==> src/rtl/synth_pkg.sv <==
// Shared types and constants for the two-source round-robin arbiter slice.
// The grant encoding matches the downstream mux select: 1 picks A, 0 picks B.
package synth_pkg;

  typedef enum logic {
    GNT_B = 1'b0,
    GNT_A = 1'b1
  } grant_t;

  localparam int DATA_W = 8;

endpackage : synth_pkg

==> src/rtl/rr_pick2.sv <==
// Combinational two-way round-robin pick: a lone requester wins outright,
// and on a tie the source that did not win last time is chosen.
module rr_pick2
  import synth_pkg::*;
(
  input  logic   a_valid,
  input  logic   b_valid,
  input  grant_t last_grant,
  output grant_t grant,
  output logic   grant_vld
);

  always_comb begin
    // NOTE: every output gets a default first so no path leaves it unassigned,
    // which would otherwise infer a latch.
    grant     = GNT_B;
    grant_vld = a_valid | b_valid;
    if (a_valid && b_valid) begin
      grant = (last_grant == GNT_A) ? GNT_B : GNT_A;
    end else if (a_valid) begin
      grant = GNT_A;
    end
  end

endmodule : rr_pick2

==> src/rtl/rr_arb2.sv <==
// Two-source round-robin arbiter feeding a single registered output stage.
// Define RR_ARB2_ASSERT_EN to compile in simulation-only protocol assertions.
module rr_arb2
  import synth_pkg::*;
#(
  parameter int WIDTH = DATA_W
) (
  input  logic             clk,
  input  logic             rst_n,
  input  logic             a_valid,
  input  logic [WIDTH-1:0] a_data,
  output logic             a_ready,
  input  logic             b_valid,
  input  logic [WIDTH-1:0] b_data,
  output logic             b_ready,
  output logic             out_valid,
  output logic [WIDTH-1:0] out_data,
  output logic             sel,
  input  logic             out_ready
);

  grant_t last_grant;
  grant_t grant;
  logic   grant_vld;
  logic   load;
  logic   xfer;

  rr_pick2 u_pick (
    .a_valid    (a_valid),
    .b_valid    (b_valid),
    .last_grant (last_grant),
    .grant      (grant),
    .grant_vld  (grant_vld)
  );

  // The output register can take a new beat when empty or being drained now.
  assign load    = ~out_valid | out_ready;
  assign a_ready = rst_n & load & grant_vld & (grant == GNT_A);
  assign b_ready = rst_n & load & grant_vld & (grant == GNT_B);
  assign xfer    = a_ready | b_ready;

  always_ff @(posedge clk or negedge rst_n) begin
    // NOTE: sequential state uses non-blocking assignments so every register
    // samples pre-edge values, independent of statement order.
    if (!rst_n) begin
      out_valid  <= 1'b0;
      out_data   <= '0;
      sel        <= 1'b0;
      last_grant <= GNT_B;
    end else if (xfer) begin
      out_valid  <= 1'b1;
      out_data   <= (grant == GNT_A) ? a_data : b_data;
      sel        <= (grant == GNT_A);
      last_grant <= grant;
    end else if (out_ready) begin
      out_valid  <= 1'b0;
    end
  end

`ifdef RR_ARB2_ASSERT_EN
  logic             chk_hold;
  logic [WIDTH-1:0] chk_data;
  logic             chk_sel;

  // Snapshot of the beat as it stood on the previous edge, for stability checks.
  always @(posedge clk or negedge rst_n) begin
    if (!rst_n) begin
      chk_hold <= 1'b0;
      chk_data <= '0;
      chk_sel  <= 1'b0;
    end else begin
      chk_hold <= out_valid & ~out_ready;
      chk_data <= out_data;
      chk_sel  <= sel;
    end
  end

  always @(posedge clk) begin
    if (rst_n) begin
      assert (!(a_ready && b_ready))
        else $error("rr_arb2: a_ready and b_ready asserted together");
      assert (!a_ready || a_valid)
        else $error("rr_arb2: a_ready asserted without a_valid");
      assert (!b_ready || b_valid)
        else $error("rr_arb2: b_ready asserted without b_valid");
      if (chk_hold) begin
        assert (out_data == chk_data && sel == chk_sel)
          else $error("rr_arb2: out_data/sel changed while beat stalled");
      end
    end
  end
`endif

endmodule : rr_arb2

==> config.mk <==
export PLATFORM = sky130hd
export DESIGN_NAME = rr_arb2
export DESIGN_NICKNAME = d
export VERILOG_FILES = /design/src/rtl/synth_pkg.sv /design/src/rtl/rr_pick2.sv /design/src/rtl/rr_arb2.sv
export SDC_FILE = /design/constraint.sdc
export NUM_CORES = 1
export LEC_CHECK = 0
export ABC_AREA = 1
export CORE_UTILIZATION = 35
export DETAILED_ROUTE_END_ITERATION = 6
export PLACE_DENSITY = 0.76
export SLEW_MARGIN = 20
export SYNTH_ARGS = -nofsm -noshare
export SYNTH_HDL_FRONTEND = slang
export SYNTH_SLANG_ARGS = --single-unit
==> constraint.sdc <==
create_clock -name clk -period 1.3 [get_ports clk]
set_clock_uncertainty 0.2 [all_clocks]
set_input_delay 0.325 -clock clk [delete_from_list [all_inputs] [get_ports clk]]
set_output_delay 0.325 -clock clk [all_outputs]
set_load 0.03 [all_outputs]
==> flow_summary.toml <==
[finish]
area_growth_pct = 109
drive_gt1_frac = 0.402
nFillCells = 93
design_area_um2 = 1150
final_nets = 154
stdcell_count = 147
post-route-util = 0.833
diodes = 0

[run_status]
violations = "setup timing"
status = "finished with violations"

[drt]
drc = 0
via_per_inst = 4.97
drt_first_iter_violations = 20
final_antenna_net_count = 0
wl_per_cell_um = 14.5
drtPass1Iterations = 5
wl_um = 2130
num_vias = 730

[critical_path]
crit_family = "buffers and inverters"
crit_path_cell_trace = "dlygate4sd2_1 > nor2_2 > inv_2 > nand3_4 > a21oi_4 > buf_6"
reg2regPathDepth = 7
path_depth = 6
cp_num_buf_inv = 3
worstPathMaxFanout = 2
crit_required_ns = 0.77
start_kind = "primary input"
endpoint_kind = "output port"
cpPeakStageDelay_ns = 0.30
cpMaxStageDelayCell = "dlygate4sd2_1"
arrival_ns = 1.16
path_class = "in2out"

[clock_network]
cts.sinks = 10
htreeDepth = 1
clockBufferDepth = 2
path_clk_slew_ns = 0.08
cts_tree = "built"
cts_root_buf = "clkbuf_4"
cts_buffers = 3
clk-insertion-delay-late_ns = 0.27

[floorplanning]
dieWidth_um = 41.7
start_util = 0.399
coreArea_um2 = 1380
dieArea_um2 = 1740
num_io_pins = 33
rows = 13
die_h_um = 41.7

[timing]
period_minus_slack_ns = 1.69
tightest_slew_ns = 0.269
setup_slack_ns = -0.386
min_period_over_period = 1.30
fmax_ghz = 0.593
whs_ns = 0.0719
rsz0062_at_grt = "yes"
relSlewSlack = 0.820
setup_viol = 20
setup_tns_ns = -1.85
drv_slew = 0
hold_viol = 0

[global_routing]
grt_max_degree = 11
gr-usage-all-layers = 0.245
overflow = 0
grt_pass1_vias = 676
grt_pass1_wl_um = 3170
antenna_found_initial = 0

[synthesis]
ys_seq_area_frac = 0.454
syn_avg_cell_area_um2 = 7.36
syn-num-nets = 96
syn_area_um2 = 552
yosys_register_bits = 10
ys_types = 12
yosysWarningCount = 0
synth_cells = 75

[placement]
placedCellCount = 132
portBuffers = 32
place_congestion = 0.755
place_area_um2 = 952
hpwl_um = 1240

[pwr]
swShare = 0.361
power_density_nw_per_um2 = 1180
p_seq_frac = 0.306
vdd_drop_max_mv = 0.766
p_leak_nw = 0.616
p_int_mw = 0.867
p_switching_mw = 0.490
pwr-share-comb = 0.476
p_clk_frac = 0.217

[flow_run]
cap_violations = 0

[worst_hold_path]
worstHoldPathType = "in2async"
power groups by stage:
stage          sequential, mW  combinational (mW)  clock [mW]
2_1_floorplan           0.523               0.147           0
3_3_place_gp            0.409               0.488           0
3_5_place_dp            0.409               0.496           0
4_1_cts                 0.417               0.576       0.301
5_1_grt                 0.422               0.684       0.316
6_report                0.416               0.647       0.295
cells in the final DEF (no fill, tap or decap), drive strengths merged:
cell type / Yosys / final
nand2: 47 / 47
buf: 2 / 35
clkdlybuf4s50: 0 / 16
dfrtp: 10 / 10
nand3: 9 / 9
dlygate4sd2: 0 / 4
clkbuf: 0 / 4
inv: 3 / 3
nor2: 3 / 3
a21oi: 1 / 1
cell type report:
cell class | count | area (um2) | area share
Multi-Input combinational cell | 60 | 314 | 0.273
Sequential cell | 10 | 253 | 0.220
Inverter | 3 | 11.3 | 0.00978
Timing Repair Buffer | 55 | 518 | 0.450
Tap cell | 15 | 18.8 | 0.0163
Clock buffer | 4 | 36.3 | 0.0315
per-stage QoR:
stage,setup slack [ns],total power [mW]
final,-0.386,1.36
after global routing,-0.419,1.42
after CTS,-0.378,1.29
after detailed placement,-0.592,0.905
after global placement,-0.559,0.897
after floorplan,-0.209,0.670
final timing paths:
path	slack, ns	from	endpoint
worst min register to register	0.31	out_data[2]	out_data[2]
worst max register to register	-0.06	sel	out_data[6]
worst min-delay path	0.07	rst_n	out_data[5]
min in group clk	0.30	out_ready	out_valid
max in group asynchronous	0.70	rst_n	out_valid
worst max-delay path	-0.39	b_valid	b_ready
sequential cells by signal, summed over array words and instances, names as in the netlist:
| signal | flops |
|---|---|
| out_data | 8 |
| out_valid | 1 |
| sel | 1 |
synthesized netlist by cell type:
cell type / n / share of area
dfrtp_1: 10 / 0.45
nand2_2: 2 / 0.023
inv_1: 2 / 0.014
nor2_4: 1 / 0.020
inv_2: 1 / 0.0068
nor2_2: 2 / 0.023
a21oi_1: 1 / 0.0091
nand2_1: 44 / 0.30
nand3_2: 1 / 0.018
nand2_4: 1 / 0.020
nand3_1: 8 / 0.073
buf_6: 2 / 0.041
routing by layer:
| metal | part of all wire | up-vias | track usage |
|---|---|---|---|
| met1 | 0.41 | 336 | 0.285 |
| li1 | - | 347 | - |
| met5 | 0 | - | 0 |
| met3 | 0.055 | 10 | 0.0652 |
| met4 | 0.029 | 0 | 0.0839 |
| met2 | 0.50 | 37 | 0.428 |
kinds of logic (layout without fill, tap and decap cells):
kind of cell / after synthesis / count (layout) / synth area share
simple gates: 59 / 59 / 0.476
buf+inv: 5 / 62 / 0.0612
flops: 10 / 10 / 0.454
compound gates: 1 / 1 / 0.00906
timing repair:
action | 4_1_cts | 5_1_grt
buffers inserted | 5 | 7
setup endpoints to repair | 22 | 20
cloned | 0 | 0
endpoints found under the hold margin | 0 | 0
pin swaps | 11 | 9
gates resized for setup | 21 | 5
hold buffers | 0 | 0
Power figures use the tool's default switching activity.
